**src/rtl/button_scan_ctrl.sv**
```systemverilog
// button_scan_ctrl: debounce scheduler sharing one stability counter across
// NUM_BUTTONS raw key inputs, scanned round-robin, with a small event FIFO.
// Optional feature macro: BTN_RELEASE_EVENTS_EN
//   defined     -> both press and release commits queue events
//   not defined -> only press commits queue events, event_pressed is tied to 1
module button_scan_ctrl #(
  parameter int NUM_BUTTONS  = 4,
  parameter int DELAY_COUNTS = 2500,
  parameter int FIFO_DEPTH   = 4
) (
  input  logic                           clk,
  input  logic                           rst_n,
  input  logic [NUM_BUTTONS-1:0]         buttons,
  output logic [NUM_BUTTONS-1:0]         button_state,
  output logic                           event_valid,
  input  logic                           event_ready,
  output logic [$clog2(NUM_BUTTONS)-1:0] event_id,
  output logic                           event_pressed,
  output logic                           overflow
);

  localparam int PTR_W = $clog2(NUM_BUTTONS);
  localparam int CNT_W = $clog2(DELAY_COUNTS);
  localparam int AW    = $clog2(FIFO_DEPTH);

  localparam logic [PTR_W-1:0] PTR_LAST = PTR_W'(NUM_BUTTONS - 1);
  localparam logic [PTR_W-1:0] PTR_ONE  = PTR_W'(1);
  localparam logic [CNT_W-1:0] CNT_LAST = CNT_W'(DELAY_COUNTS - 1);
  localparam logic [CNT_W-1:0] CNT_ONE  = CNT_W'(1);
  localparam logic [AW:0]      FIFO_ONE = (AW + 1)'(1);

  typedef enum logic [1:0] {
    SCAN    = 2'd0,
    MEASURE = 2'd1,
    COMMIT  = 2'd2
  } state_t;

  state_t                 state;
  logic [NUM_BUTTONS-1:0] sync_meta;
  logic [NUM_BUTTONS-1:0] sync;
  logic [PTR_W-1:0]       ptr;
  logic [PTR_W-1:0]       ptr_next;
  logic [CNT_W-1:0]       cnt;
  logic                   cand;

  logic                   push_req;
  logic                   push;
  logic                   pop;
  logic                   full;
  logic                   empty;
  logic [AW:0]            wr_ptr;
  logic [AW:0]            rd_ptr;
  logic [PTR_W-1:0]       id_mem [FIFO_DEPTH];
`ifdef BTN_RELEASE_EVENTS_EN
  logic                   pressed_mem [FIFO_DEPTH];
`endif

  // Two-flop synchroniser per raw key; everything downstream sees only sync.
  always_ff @(posedge clk) begin
    if (!rst_n) begin
      sync_meta <= '0;
      sync      <= '0;
    end else begin
      sync_meta <= buttons;
      sync      <= sync_meta;
    end
  end

  assign ptr_next = (ptr == PTR_LAST) ? '0 : ptr + PTR_ONE;

  // Scheduler: scan for a mismatch, time the new level, then commit it.
  always_ff @(posedge clk) begin
    if (!rst_n) begin
      state        <= SCAN;
      ptr          <= '0;
      cnt          <= '0;
      cand         <= 1'b0;
      button_state <= '0;
    end else begin
      unique case (state)
        SCAN: begin
          if (sync[ptr] == button_state[ptr]) begin
            ptr <= ptr_next;
          end else begin
            cand  <= sync[ptr];
            cnt   <= '0;
            state <= MEASURE;
          end
        end
        MEASURE: begin
          if (sync[ptr] != cand) begin
            state <= SCAN;
            ptr   <= ptr_next;
          end else if (cnt == CNT_LAST) begin
            state <= COMMIT;
          end else begin
            cnt <= cnt + CNT_ONE;
          end
        end
        COMMIT: begin
          button_state[ptr] <= cand;
          ptr               <= ptr_next;
          state             <= SCAN;
        end
        default: begin
          state <= SCAN;
        end
      endcase
    end
  end

  // A commit offers an event; releases only count when the feature is on.
`ifdef BTN_RELEASE_EVENTS_EN
  assign push_req = (state == COMMIT);
`else
  assign push_req = (state == COMMIT) && cand;
`endif

  // A full FIFO still accepts a push in the same cycle its head is popped.
  assign empty       = (wr_ptr == rd_ptr);
  assign full        = (wr_ptr[AW] != rd_ptr[AW]) && (wr_ptr[AW-1:0] == rd_ptr[AW-1:0]);
  assign pop         = event_ready && !empty;
  assign push        = push_req && (!full || pop);
  assign event_valid = !empty;
  assign event_id    = id_mem[rd_ptr[AW-1:0]];
`ifdef BTN_RELEASE_EVENTS_EN
  assign event_pressed = pressed_mem[rd_ptr[AW-1:0]];
`else
  assign event_pressed = 1'b1;
`endif

  // Event storage; contents only matter between the pointers, so no reset.
  always_ff @(posedge clk) begin
    if (push) begin
      id_mem[wr_ptr[AW-1:0]] <= ptr;
`ifdef BTN_RELEASE_EVENTS_EN
      pressed_mem[wr_ptr[AW-1:0]] <= cand;
`endif
    end
  end

  // FIFO pointers carry one extra wrap bit to tell full from empty.
  always_ff @(posedge clk) begin
    if (!rst_n) begin
      wr_ptr <= '0;
      rd_ptr <= '0;
    end else begin
      if (push) begin
        wr_ptr <= wr_ptr + FIFO_ONE;
      end
      if (pop) begin
        rd_ptr <= rd_ptr + FIFO_ONE;
      end
    end
  end

  // Sticky flag for an event lost to a full queue; only reset clears it.
  always_ff @(posedge clk) begin
    if (!rst_n) begin
      overflow <= 1'b0;
    end else if (push_req && full && !pop) begin
      overflow <= 1'b1;
    end
  end

endmodule

```
**config.mk**
```make
export PLATFORM = sky130hd
export DESIGN_NAME = button_scan_ctrl
export DESIGN_NICKNAME = d
export VERILOG_FILES = /design/src/rtl/button_scan_ctrl.sv
export SDC_FILE = /design/constraint.sdc
export NUM_CORES = 1
export LEC_CHECK = 0
export ABC_AREA = 1
export CELL_PAD_IN_SITES_DETAIL_PLACEMENT = 1
export CELL_PAD_IN_SITES_GLOBAL_PLACEMENT = 2
export CORE_UTILIZATION = 34
export CTS_CLUSTER_SIZE = 8
export DETAILED_ROUTE_END_ITERATION = 16
export GPL_TIMING_DRIVEN = 0
export MAX_ROUTING_LAYER = met4
export PLACE_DENSITY = 0.88
export SETUP_SLACK_MARGIN = 0.5
export SYNTH_ARGS = -nofsm -noshare
export SYNTH_HDL_FRONTEND = slang
export SYNTH_SLANG_ARGS = --single-unit
export TNS_END_PERCENT = 20
```
**constraint.sdc**
```tcl
create_clock -name clk -period 2.3 [get_ports clk]
set_clock_uncertainty 0.2 [all_clocks]
set_input_delay 0.23 -clock clk [delete_from_list [all_inputs] [get_ports clk]]
set_output_delay 0.23 -clock clk [all_outputs]
set_load 0.005 [all_outputs]
```
==> impl_metrics.ini, run 1 <==
[outcome]
status = finished, final reports clean

[worst_setup_path]
critPathTopFamily = simple AND/OR/NAND/NOR gates
critPathBufInv = 3
slowest_stage = dfxtp_4
arrival_ns = 1.76
crit_path_cell_trace = buf_6, inv_6, nand2_1, nand3_1, nand2_1, nand2_2, nand3_4, buf_6, a21oi_1, nor2_1
reg2reg_depth = 10
start_kind = register
crit_path_max_incr_delay_ns = 0.36
endpoint_kind = register
worst_ep_required_time_ns = 2.30
path_class = reg -> reg
path_depth = 10
crit_fanout = 10

[floorplan]
fp.dieW_um = 85.7
chipHeight_um = 85.7
std_cell_rows = 30
core_um2 = 6790
start_util_pct = 35.0
io_pins = 16
die-area_um2 = 7340

[synth]
synth_seq_area_share_pct = 42.1
synth.avg_cell_area_um2 = 7.35
synth_edf_count = 8
synthAdderAreaFrac_pct = 5.26
synth_mux_area_share_pct = 0
syn_area_um2 = 2380
synth-xor-area-share_pct = 1.10
ys_types = 31
ys_ff_latch = 46
synth_nets = 341
synth-simple-area-share_pct = 32.1
async_flop_share_pct = 0
synthCells = 324
synthFlopType = dfxtp_1
yosysWarningCount = 0
synth_top_family_by_area = simple AND/OR/NAND/NOR gates
synth_compound_area_share_pct = 9.46

[drt]
wl_per_cell_um = 13.1
vias_per_cell = 4.72
remaining_drc_errors = 0
drt_iter0_markers = 79
wirelength_um = 5880
dr.pass1.iters = 4
vias = 2125
ant_nets = 0

[cells_and_area]
finish.utilization_pct = 42.4
final_cells = 450
fin_area_um2 = 2880
nets = 370
drive_gt1_share_pct = 16.7
diodes = 0
area.growth.synth_to_final_pct = 21.2

[grt]
gr-total-overflow = 0
gr-usage-met1_pct = 21.7
antenna_found_initial = 0
grt_pass1_wl_um = 9790
first_global_vias = 2061
busiest_layer = met2
grt.met2_usage_pct = 29.2
grt_max_degree = 15
grt_usage_pct = 17.7
grt_util_met3_pct = 3.18

[place]
post_dp_cell_area_um2 = 2640
dp_cells = 434
gp_congestion = 0.751
portBuffers = 14
dp_hpwl_um = 4220
preCtsSetupSlack_ns = 0.279

[cts]
clkSinkCount = 46
clkTransAtPathRegs_ns = 0.09
cts_root_buf = clkbuf_8
clk_path_buf_depth = 2
clock_latency_ns = 0.30
numCtsBuffers = 5
cts_tree = done
ctsHtreeMaxLevel = 2

[power]
powerDensity_nw_per_um2 = 921
total_power_mw = 2.66
power.leakage_nw = 1.22
ir_drop_uv = 322

[timing]
relSlewSlack_pct = 59.9
timing.fmax_mhz = 569
hold_ws_ns = 0.220
finalCriticalPeriod_ns = 1.76
fin_crit_sh_pct = 76.4
rsz0062_at_grt = true
finalSetupTns_ns = 0
layout_setup_ws_ns = 0.543
slew_viol_final = 0
hold_viol_final = 0
worst_pin_slew_ns = 0.601
setup_violations = 0

[hold_path]
min_delay_path_depth = 2
min_path_type = reg -> reg

[run]
cap_violations = 0
-- timing repair --
action	in CTS	in global routing
resized for setup	9	24
cloned	0	0
pin swaps	0	1
setup endpoints to repair	28	28
hold buffers	0	0
buffers inserted	2	6
-- worst paths after layout --
kind              slack, ns    startpoint      end
setup / recovery       0.54        ptr[0]   ptr[1]
hold / removal         0.22  sync_meta[3]  sync[3]
setup reg to reg       0.54        ptr[0]   ptr[1]
hold reg to reg        0.22  sync_meta[3]  sync[3]
-- where the power goes --
part	internal (mW)	switching (mW)	leakage, nW	total (mW)
combinational	0.401	0.635	0.778	1.04
clock	0.324	0.284	0.0514	0.608
sequential	0.915	0.0968	0.387	1.01
total	1.64	1.02	1.22	2.66
-- worst reg2reg max path, delay by kind of cell, from the launching register on --
family                 cells  cell delay [ns]
AND/OR/NAND/NOR            6             0.50
AO/OA/AOI/OAI              1             0.18
buffers and inverters      3             0.41
flip-flops                 1             0.36
-- layer usage --
metal / part of all wire [%] / vias to the layer above
met5: 0 / -
met1: 48 / 993
met3: 2.6 / 9
met2: 47 / 21
met4: 2.0 / 0
li1: - / 1102
-- kinds of logic after synthesis --
family	after synthesis
flip-flops	46
XOR/XNOR	3
AND/OR/NAND/NOR	172
other	1
adder cells (fa/ha/maj)	10
buffers and inverters	50
AO/OA/AOI/OAI	42
-- placed cells by master (no fill, tap or decap), drive strengths merged, types with 4 or more instances in the layout --
master and instances:
a21oi 24, buf 15, clkbuf 10, clkdlybuf4s50 11
dfxtp 38, edfxtp 8, ha 10, inv 40
nand2 85, nand3 30, nand4 4, nor2 42
nor3 8, o21ai 11
-- flip-flops by register name, indices dropped and copies added, names as in the netlist, named ones only --
register and flops:
wr_ptr 3, sync 4, ptr 2, state 2, overflow 1, rd_ptr 3
sync_meta 4, cnt 12, cand 1, button_state 4, id_mem 8
-- final cells by class --
class / count / area, um2
buffer: 10 / 80.1
timing repair buffer: 22 / 196
clock buffer: 6 / 72.6
clock inverter: 2 / 37.5
multi-input combinational: 228 / 1200
tap: 96 / 120
inverter: 40 / 155
fill: 857 / 3910
sequential: 46 / 1020
-- Yosys cell counts, drive strengths merged, types with 2 or more instances --
cell     n  area share, %
a21oi   24            5.0
nor3b    2           0.63
nor2    42            6.6
edfxtp   8             10
a22oi    2           0.63
buf      7            2.9
nand2   85             14
ha      10            5.3
o21ai   11            2.3
dfxtp   38             32
nand4    4            1.1
nand3   30            7.3
xor2     2           0.74
clkbuf   3           0.47
inv     40            6.5
nor3     8            1.9
o22ai    2           0.53
a211oi   2           0.63
(Power assumes the default switching activity.)
==> run 2, diff against run 1 <==
--- a/config.mk
+++ b/config.mk
@@ -8,12 +8,12 @@
 export ABC_AREA = 1
 export CELL_PAD_IN_SITES_DETAIL_PLACEMENT = 1
 export CELL_PAD_IN_SITES_GLOBAL_PLACEMENT = 2
-export CORE_UTILIZATION = 34
+export CORE_UTILIZATION = 30
 export CTS_CLUSTER_SIZE = 8
 export DETAILED_ROUTE_END_ITERATION = 16
 export GPL_TIMING_DRIVEN = 0
 export MAX_ROUTING_LAYER = met4
-export PLACE_DENSITY = 0.88
+export PLACE_DENSITY = 0.83
 export SETUP_SLACK_MARGIN = 0.5
 export SYNTH_ARGS = -nofsm -noshare
 export SYNTH_HDL_FRONTEND = slang
==> constraint.sdc (replaced) <==
create_clock -name clk -period 1.45 [get_ports clk]
set_clock_uncertainty 0.2 [all_clocks]
set_input_delay 0.145 -clock clk [delete_from_list [all_inputs] [get_ports clk]]
set_output_delay 0.145 -clock clk [all_outputs]
set_load 0.005 [all_outputs]
==> impl_metrics.ini, run 2 (synthesis gave the netlist of run 1 again) <==
[timing]
finalSetupTns_ns = -4.00
timing.fmax_mhz = 590
hold_ws_ns = 0.168
rsz0062_at_grt = true
hold_viol_final = 0
setup_violations = 28
slew_viol_final = 0
finalCriticalPeriod_ns = 1.69
layout_setup_ws_ns = -0.245
fin_crit_sh_pct = 117

[worst_setup_path]
crit_top_cell = nand2_1
crit_fanout = 10
crit_path_max_incr_delay_ns = 0.32
slowest_stage = dfxtp_1
path_class = reg -> reg
worst_ep_required_time_ns = 1.44
startpoint = state[1]
start_kind = register
rr_startpoint = state[1]
critPathTopFamily = simple AND/OR/NAND/NOR gates
crit_path_cell_trace = inv_1, nand2_1, buf_6, inv_1, nand3_1, nand2_1, nand3_1, nand2_1, nor2_1
endpoint_kind = register
arrival_ns = 1.69
critPathBufInv = 3

[drt]
wirelength_um = 6300
dr.pass1.iters = 4
remaining_drc_errors = 0
vias_per_cell = 4.70
drt_iter0_markers = 43
wl_per_cell_um = 13.6
ant_nets = 0
vias = 2175

[cells_and_area]
final_cell_mix = 62 x nand2_1, 34 x inv_1, 33 x nor2_1
nets = 377
area.growth.synth_to_final_pct = 32.4
drive_gt1_share_pct = 33.5
diodes = 0
largest_register_ffs = 12
finish.utilization_pct = 41.0
final_common_cell = nand2_1
largest_register = cnt

[power]
power.leakage_nw = 1.32
ir_drop_uv = 502
total_power_mw = 4.60
powerDensity_nw_per_um2 = 1460

[outcome]
violations = negative setup slack
status = finished with violations

[floorplan]
chipHeight_um = 91.1
die-area_um2 = 8290
start_util_pct = 31.0
std_cell_rows = 32
fp.dieW_um = 91.1
io_pins = 16
core_um2 = 7690

[grt]
busiest_layer = met2
gr-total-overflow = 0
grt_util_met3_pct = 2.60
grt_pass1_wl_um = 10800
grt.met2_usage_pct = 29.0
first_global_vias = 2199
gr-usage-met1_pct = 20.7
grt_max_degree = 15
grt_usage_pct = 17.1
antenna_found_initial = 0

[cts]
ctsHtreeMaxLevel = 2
cts_root_buf = clkbuf_8
numCtsBuffers = 5
clkTransAtPathRegs_ns = 0.08
clkSinkCount = 46
clock_latency_ns = 0.30
clk_path_buf_depth = 2
cts_tree = done

[place]
dp_hpwl_um = 4140
portBuffers = 14
preCtsSetupSlack_ns = -0.574
gp_congestion = 0.786

[hold_path]
min_path_type = in -> reg
min_from = buttons[3]

[run]
cap_violations = 0
## run 2: cell count changes in the layout (fill, tap and decap cells not counted), moves of 7 or more
| cell | delta |
|---|---|
| a21oi_2 | +7 |
| dfxtp_1 | -12 |
| dfxtp_2 | +11 |
| o21ai_0 | -8 |
| nand2_1 | -13 |
| nand2_4 | +8 |
| a21oi_1 | -7 |
## run 2: final cells by class
class	instances	area [um2]
clock buffer	7	86.3
fill	958	4540
inverter	40	160
tap	102	128
multi-input combinational	229	1400
timing repair buffer	28	225
sequential	46	1030
clock inverter	1	30.0
buffer	10	92.6
## run 2: what timing repair did
item / in CTS / in global routing
endpoints found under the setup margin: 54 / 58
hold buffers: 0 / 0
gates resized for setup: 100 / 36
gates cloned: 3 / 0
buffers inserted: 11 / 1
pin swaps: 13 / 5
endpoints found under the hold margin: 0 / 0
## run 2: path summary, 6_finish.rpt
path / cells past startpoint / slack [ns] / end
max reg2reg: 9 / -0.24 / ptr[1]
min reg2reg: 2 / 0.22 / sync[3]
min: 3 / 0.17 / sync_meta[3]
max: 9 / -0.24 / ptr[1]
## run 2: per-layer routing
layer  routed length [um]  share of wire, %  vias to the layer above
li1                     -                 -                     1115
met1                 2900                46                     1028
met2                 3150                50                       23
met3                  138               2.2                        9
met4                  110               1.7                        0
met5                    0                 0                        -
## run 2: tightest hold or removal path, stage by stage
cell and delay [ns]:
clkdlybuf4s50_1 0.39, nand2_1 0.06, inv_1 0.03
## run 2: per-stage QoR
step | cells | area [um2]
floorplan | 324 | 2390
global placement | 440 | 2660
detailed placement | 440 | 2660
CTS | 462 | 3070
global route | 463 | 3150
finish | 463 | 3150
## run 2: report_power, final
part | total (mW) | switching (mW) | internal [mW]
Combinational | 1.99 | 1.16 | 0.829
Sequential | 1.62 | 0.162 | 1.46
Clock | 0.995 | 0.432 | 0.562
